<file path="config.mk">
export PLATFORM = sky130hd
export DESIGN_NAME = trig_cmd_merge
export DESIGN_NICKNAME = d
export VERILOG_FILES = /design/src/rtl/trig_pkg.sv /design/src/rtl/trig_fifo.sv /design/src/rtl/trig_cmd_merge.sv
export SDC_FILE = /design/constraint.sdc
export NUM_CORES = 1
export LEC_CHECK = 0
export CAP_MARGIN = 20
export CORE_MARGIN = 2
export CORE_UTILIZATION = 54
export DETAILED_ROUTE_END_ITERATION = 16
export PLACE_DENSITY = 0.85
export REMOVE_ABC_BUFFERS = 1
export SLEW_MARGIN = 40
export SYNTH_ARGS = -nofsm -noshare
export SYNTH_HDL_FRONTEND = slang
export SYNTH_SLANG_ARGS = --single-unit
</file>
<file path="constraint.sdc">
create_clock -name clk160 -period 3.04 [get_ports clk160]
set_input_delay 0.912 -clock clk160 [delete_from_list [all_inputs] [get_ports clk160]]
set_output_delay 0.912 -clock clk160 [all_outputs]
set_load 0.03 [all_outputs]
</file>
<file path="src/rtl/trig_pkg.sv">
`default_nettype none
// ============================================================================
//  Module      : trig_pkg
//  Description : Shared constants and types for the trigger/command merger:
//                stream word width, the idle filler and sync alignment words,
//                and the trigger capture FSM state encoding.
//  Revision    : 1.0 - initial release
// ============================================================================
package trig_pkg;

  localparam int unsigned        C_WORD_W    = 16;
  localparam logic [C_WORD_W-1:0] C_IDLE_WORD = 16'hAAAA;
  localparam logic [C_WORD_W-1:0] C_SYNC_WORD = 16'h817E;

  // Capture FSM: IDLE waits for the encoder, WAIT covers the one-cycle lag of
  // enc_trig behind trigger_rdy, CAPTURE stores the word and pulses trig_clr,
  // CLEAR waits for the encoder to drop trigger_rdy.
  typedef enum logic [1:0] {
    ST_IDLE    = 2'd0,
    ST_WAIT    = 2'd1,
    ST_CAPTURE = 2'd2,
    ST_CLEAR   = 2'd3
  } cap_state_e;

endpackage : trig_pkg
`default_nettype wire

</file>
<file path="src/rtl/trig_fifo.sv">
`default_nettype none
// ============================================================================
//  Module      : trig_fifo
//  Description : Synchronous show-ahead FIFO for captured trigger words.
//                pop_data_o always shows the head entry; push and pop in the
//                same cycle keep the level unchanged and preserve order.
//  Ports       : clk160, rst          - clock, synchronous active-high reset
//                push_i, push_data_i  - write request / data (ignored if full)
//                pop_i                - consume head entry (ignored if empty)
//                pop_data_o           - head entry
//                full_o, empty_o      - status flags
//                level_o              - registered occupancy
//  Revision    : 1.0 - initial release
// ============================================================================
module trig_fifo
  import trig_pkg::*;
#(
  parameter int unsigned DEPTH = 4
) (
  input  logic                      clk160,
  input  logic                      rst,
  input  logic                      push_i,
  input  logic [C_WORD_W-1:0]       push_data_i,
  input  logic                      pop_i,
  output logic [C_WORD_W-1:0]       pop_data_o,
  output logic                      full_o,
  output logic                      empty_o,
  output logic [$clog2(DEPTH):0]    level_o
);

  localparam int unsigned PTR_W = $clog2(DEPTH);
  localparam int unsigned LVL_W = PTR_W + 1;

  logic [C_WORD_W-1:0] mem_q [DEPTH];
  logic [PTR_W-1:0]    wr_ptr_q;
  logic [PTR_W-1:0]    rd_ptr_q;
  logic [LVL_W-1:0]    level_q;

  logic w_push;
  logic w_pop;

  assign full_o     = (level_q == LVL_W'(DEPTH));
  assign empty_o    = (level_q == '0);
  assign w_push     = push_i & ~full_o;
  assign w_pop      = pop_i & ~empty_o;
  assign pop_data_o = mem_q[rd_ptr_q];
  assign level_o    = level_q;

  // Pointers wrap naturally because DEPTH is a power of two.
  always_ff @(posedge clk160) begin
    if (rst) begin
      wr_ptr_q <= '0;
      rd_ptr_q <= '0;
      level_q  <= '0;
    end else begin
      if (w_push) begin
        mem_q[wr_ptr_q] <= push_data_i;
        wr_ptr_q        <= wr_ptr_q + PTR_W'(1);
      end
      if (w_pop) begin
        rd_ptr_q <= rd_ptr_q + PTR_W'(1);
      end
      case ({w_push, w_pop})
        2'b10:   level_q <= level_q + LVL_W'(1);
        2'b01:   level_q <= level_q - LVL_W'(1);
        default: level_q <= level_q;
      endcase
    end
  end

endmodule : trig_fifo
`default_nettype wire

</file>
<file path="src/rtl/trig_cmd_merge.sv">
`default_nettype none
// ============================================================================
//  Module      : trig_cmd_merge
//  Description : Captures encoded trigger words from the trigger encoder into
//                a small FIFO (handshaking with trig_clr) and merges trigger
//                words, command words and periodic sync words into one
//                continuous 16-bit word stream. Slot priority: sync, trigger,
//                command, idle filler.
//  Ports       : clk160, rst              - clock, synchronous active-high reset
//                trigger_rdy, enc_trig    - encoder pattern-held flag / word
//                trig_clr                 - one-cycle clear pulse to encoder
//                cmd_valid, cmd_data      - command offer
//                cmd_ready                - command accepted (combinational)
//                out_ready                - downstream consumes out_data
//                out_valid, out_data      - output stream
//                fifo_level               - trigger FIFO occupancy
//                trig_ovf                 - sticky trigger-dropped flag
//  Revision    : 1.0 - initial release
// ============================================================================
module trig_cmd_merge
  import trig_pkg::*;
#(
  parameter int unsigned          FIFO_DEPTH  = 4,
  parameter int unsigned          SYNC_PERIOD = 32,
  parameter logic [C_WORD_W-1:0]  IDLE_WORD   = C_IDLE_WORD,
  parameter logic [C_WORD_W-1:0]  SYNC_WORD   = C_SYNC_WORD
) (
  input  logic                          clk160,
  input  logic                          rst,
  input  logic                          trigger_rdy,
  input  logic [C_WORD_W-1:0]           enc_trig,
  output logic                          trig_clr,
  input  logic                          cmd_valid,
  input  logic [C_WORD_W-1:0]           cmd_data,
  output logic                          cmd_ready,
  input  logic                          out_ready,
  output logic                          out_valid,
  output logic [C_WORD_W-1:0]           out_data,
  output logic [$clog2(FIFO_DEPTH):0]   fifo_level,
  output logic                          trig_ovf
);

  localparam int unsigned CNT_W = $clog2(SYNC_PERIOD);

  // --------------------------------------------------------------------------
  // Trigger FIFO
  // --------------------------------------------------------------------------
  logic                 w_push;
  logic                 w_pop;
  logic [C_WORD_W-1:0]  w_fifo_head;
  logic                 w_fifo_full;
  logic                 w_fifo_empty;

  trig_fifo #(
    .DEPTH (FIFO_DEPTH)
  ) u_trig_fifo (
    .clk160      (clk160),
    .rst         (rst),
    .push_i      (w_push),
    .push_data_i (enc_trig),
    .pop_i       (w_pop),
    .pop_data_o  (w_fifo_head),
    .full_o      (w_fifo_full),
    .empty_o     (w_fifo_empty),
    .level_o     (fifo_level)
  );

  // --------------------------------------------------------------------------
  // Capture FSM
  // --------------------------------------------------------------------------
  cap_state_e state_q;
  logic       trig_clr_q;
  logic       trig_ovf_q;

  // Fullness is taken from the registered level, i.e. before any pop that
  // happens in the same cycle, so a full FIFO drops the word even if the
  // arbiter is draining it right now.
  assign w_push = (state_q == ST_CAPTURE) & ~w_fifo_full;

  always_ff @(posedge clk160) begin
    if (rst) begin
      state_q    <= ST_IDLE;
      trig_clr_q <= 1'b0;
      trig_ovf_q <= 1'b0;
    end else begin
      trig_clr_q <= 1'b0;
      case (state_q)
        ST_IDLE: begin
          if (trigger_rdy) begin
            state_q <= ST_WAIT;
          end
        end
        ST_WAIT: begin
          // trig_clr is registered, so raise it on entry to CAPTURE.
          state_q    <= ST_CAPTURE;
          trig_clr_q <= 1'b1;
        end
        ST_CAPTURE: begin
          if (w_fifo_full) begin
            trig_ovf_q <= 1'b1;
          end
          state_q <= ST_CLEAR;
        end
        ST_CLEAR: begin
          if (!trigger_rdy) begin
            state_q <= ST_IDLE;
          end
        end
        default: state_q <= ST_IDLE;
      endcase
    end
  end

  assign trig_clr = trig_clr_q;
  assign trig_ovf = trig_ovf_q;

  // --------------------------------------------------------------------------
  // Output slot arbiter
  // --------------------------------------------------------------------------
  logic [CNT_W-1:0]    sync_cnt_q;
  logic [CNT_W-1:0]    sync_cnt_d;
  logic [C_WORD_W-1:0] out_data_q;
  logic [C_WORD_W-1:0] out_data_d;
  logic                out_valid_q;
  logic                w_sync_due;
  logic [C_WORD_W-1:0] w_sel_word;

  assign w_sync_due = (sync_cnt_q == CNT_W'(SYNC_PERIOD - 1));

  always_comb begin
    w_sel_word = IDLE_WORD;
    w_pop      = 1'b0;
    if (w_sync_due) begin
      w_sel_word = SYNC_WORD;
    end else if (!w_fifo_empty) begin
      w_sel_word = w_fifo_head;
      w_pop      = out_ready;
    end else if (cmd_valid) begin
      w_sel_word = cmd_data;
    end
  end

  assign cmd_ready = out_ready & ~w_sync_due & w_fifo_empty & ~rst;

  always_comb begin
    sync_cnt_d = sync_cnt_q;
    out_data_d = out_data_q;
    if (out_ready) begin
      out_data_d = w_sel_word;
      sync_cnt_d = w_sync_due ? '0 : sync_cnt_q + CNT_W'(1);
    end
  end

  always_ff @(posedge clk160) begin
    if (rst) begin
      out_valid_q <= 1'b0;
      out_data_q  <= IDLE_WORD;
      sync_cnt_q  <= '0;
    end else begin
      out_valid_q <= 1'b1;
      out_data_q  <= out_data_d;
      sync_cnt_q  <= sync_cnt_d;
    end
  end

  assign out_valid = out_valid_q;
  assign out_data  = out_data_q;

endmodule : trig_cmd_merge
`default_nettype wire

</file>
==> results.cfg <==
[placement]
hpwl_um = 5635
place_congestion = 0.7546
place_area_um2 = 4823
io_buffers = 59
place_inst = 435

[worst_setup_path]
cp_num_cells = 5
crit_chain = clkdlybuf4s50_1 -> and2b_1 -> nand2_1 -> nor2_2 -> buf_4
slowest_stage = clkdlybuf4s50_1
startpoint_type = input port
worstPathMaxFanout = 3
r2r_cells = 11
crit_type = input port to output pin
critPathMaxStageDelay_ps = 500
required_ps = 2130
cp_num_buf_inv = 2
critPathTopFamily = buffers and inverters
cp-end-kind = output pin
worstPathArrival_ps = 1990

[floorplanning]
die_w_um = 90.73
core_area_um2 = 7253
die_h_um = 90.73
rows = 31
start_util_pct = 55.99
io_pins = 60
die_area_um2 = 8231

[power_and_ir_drop]
clock_power_share_pct = 24.2
p_int_mw = 2.351
p_comb_share_pct = 26.4
pwr-share-seq_pct = 49.4
power.total_mw = 3.372
switchingPower_mw = 1.021
p_per_area_nw_per_um2 = 671.6
ir_worst_vdd_mv = 0.3179
cellLeakagePower_nw = 1.692
power_switching_share_pct = 30.28

[timing]
period_share_pct = 95.62
finalHoldViolations = 0
setup_viol = 0
worst_slew_pin_slew_ps = 748.2
rsz0062_at_grt = false
report.final.slew_viol_count = 0
relSlewSlack_pct = 50.12
finClkSkew_ps = 12.60
fmax_mhz = 344.0
min_period_ps = 2907
fin_setup_tns_ps = 0

[global_routing]
overflow = 0
grt_max_degree = 20
antenna_found_initial = 0
grt_pass1_vias = 2613
grt_pass1_wl_um = 13190
grt.total_usage_pct = 21.02

[clock_tree]
clk_pin_slew_worst_paths_ps = 90
clockRootBuffer = clkbuf_8
cts_tree = yes
insertion_delay_ps = 350
cts_made_buffers = 9
htree_num_levels = 3
clock_sinks = 99
max-clock-path-buffers = 2
cts_hold_buf = 0

[yosys]
synth_edf_count = 64
yosysTopAreaCell = edfxtp_1
netlist.area_leader.share_pct = 47.32
ys_seq_area_share_pct = 64.57
yosys-top-cells-area = edfxtp_1, dfxtp_1, mux4_2, ha_1, mux4_1
synth-async-reset-ratio_pct = 0
synth_most_common_cell = edfxtp_1
yosysWarnings = 0
avgSynthCellArea_um2 = 14.72
synthCells = 276
ys_ff_latch = 99
syn_area_um2 = 4061
synth_top_cells_by_count = edfxtp_1, dfxtp_1, nor2_1
yosys.cell_types.count = 44
synth_ff_type = edfxtp_1

[run]
cap_violations = 0

[route]
totalWireLength_um = 8147
avgRoutedWirePerCell_um = 18.06
vias = 2565
drc_errors = 0
ant_nets = 0
avgViaCountPerCell = 5.687
drt_iter0_drc = 216
first_pass_iters = 4

[cells_and_area]
nets = 396
fin_area_um2 = 5021
final.fill_count = 517
area_growth_syn_to_layout_pct = 23.63
fin_cells = 451
final_layout_size_suffix_gt1_share_pct = 15.63
diodes = 0

[hold_path]
min_path_type = register to register
min_path_cells = 2

[outcome]
run_status = completed
[final timing paths]
| kind | slack, ps | endpoint | from |
|---|---|---|---|
| max | 130 | cmd_ready | out_ready |
| min | 490 | sync_cnt_q[2] | sync_cnt_q[2] |
| max reg2reg | 490 | u_trig_fifo.level_o[2] | sync_cnt_q[0] |
| min reg2reg | 490 | sync_cnt_q[2] | sync_cnt_q[2] |
[logic make-up after synthesis]
kind of cell	count (synthesis)	share of synthesized area, %
AOI/OAI and AO/OA	48	8.595
xor gates and xnor gates	2	0.4314
adders and majority gates	12	3.882
buffers and inverters	26	3.358
DFF	99	64.57
muxes	20	10.32
and+or+nand+nor	69	8.842
[tightest hold or removal path: stages, from the launching register on]
cell     delay (ps)
dfxtp_1         330
nand2_1          60
a21oi_1          50
[what timing repair did]
action                     in CTS  in global routing
setup endpoints to repair       0                  1
setup buffers                   0                  0
gates resized for setup         0                  2
[final cells by class]
class | count | area, µm² | area share [%]
flip-flops and latches | 99 | 2624 | 52.26
multi-input cells | 151 | 1308 | 26.04
repair buffers | 75 | 733.2 | 14.60
clock buffers | 10 | 127.6 | 2.542
well taps | 99 | 123.9 | 2.467
clock inverters | 6 | 63.81 | 1.271
inverters | 11 | 41.29 | 0.8223
[stage by stage]
| stage | setup WS, ps | hold slack, ps | util, % |
|---|---|---|---|
| floorplan | 189.1 | 437.9 | - |
| global placement | 64.41 | 456.8 | 66.50 |
| detailed placement | 79.51 | 481.7 | 66.50 |
| CTS | 60.67 | 494.5 | 69.14 |
| global route | 49.71 | 524.0 | 69.23 |
| finish | 133.1 | 487.2 | 69.23 |
[metal layers]
metal | share of wire [%] | track usage, %
met3 | 5.9 | 4.758
met1 | 41 | 25.78
met5 | 0 | 0
met4 | 1.4 | 7.692
met2 | 52 | 36.44
[registers in the layout, summed over array words and instances, names as in the netlist, named ones only]
name and flops:
trig_clr 1, u_trig_fifo.level_o 3, u_trig_fifo.rd_ptr_q 2, out_data 16, out_valid 1, trig_ovf 1, state_q 2, sync_cnt_q 5
u_trig_fifo.wr_ptr_q 2, u_trig_fifo.mem_q 64
[cells in the final DEF, fill, tap and decap left out, types with 4 or more instances in the layout]
cell type | synthesis | layout
nor2_1 | 16 | 15
mux2i_1 | 4 | 4
o21ai_0 | 6 | 6
buf_4 | 1 | 15
a21oi_1 | 14 | 14
o211ai_2 | 4 | 4
o211ai_1 | 8 | 8
ha_1 | 11 | 10
dfxtp_1 | 35 | 34
clkdlybuf4s50_1 | 0 | 58
mux4_2 | 11 | 11
and2_1 | 4 | 4
nand2_1 | 10 | 10
nor2b_1 | 5 | 5
nand4_1 | 4 | 4
edfxtp_1 | 64 | 64
nor3_1 | 7 | 7
clkbuf_8 | 0 | 9
o22ai_1 | 4 | 4
inv_1 | 10 | 10
mux4_1 | 5 | 5
nand3_1 | 9 | 9
[power groups by stage]
| stage | Combinational [mW] | Clock, mW | Sequential, mW |
|---|---|---|---|
| 2_1_floorplan | 0.425 | 0 | 1.79 |
| 3_3_place_gp | 0.870 | 0 | 1.69 |
| 3_5_place_dp | 0.889 | 0 | 1.70 |
| 4_1_cts | 0.894 | 0.827 | 1.67 |
| 5_1_grt | 0.969 | 0.889 | 1.68 |
| 6_report | 0.892 | 0.815 | 1.67 |
No activity file was read; power rests on OpenSTA's default activity.
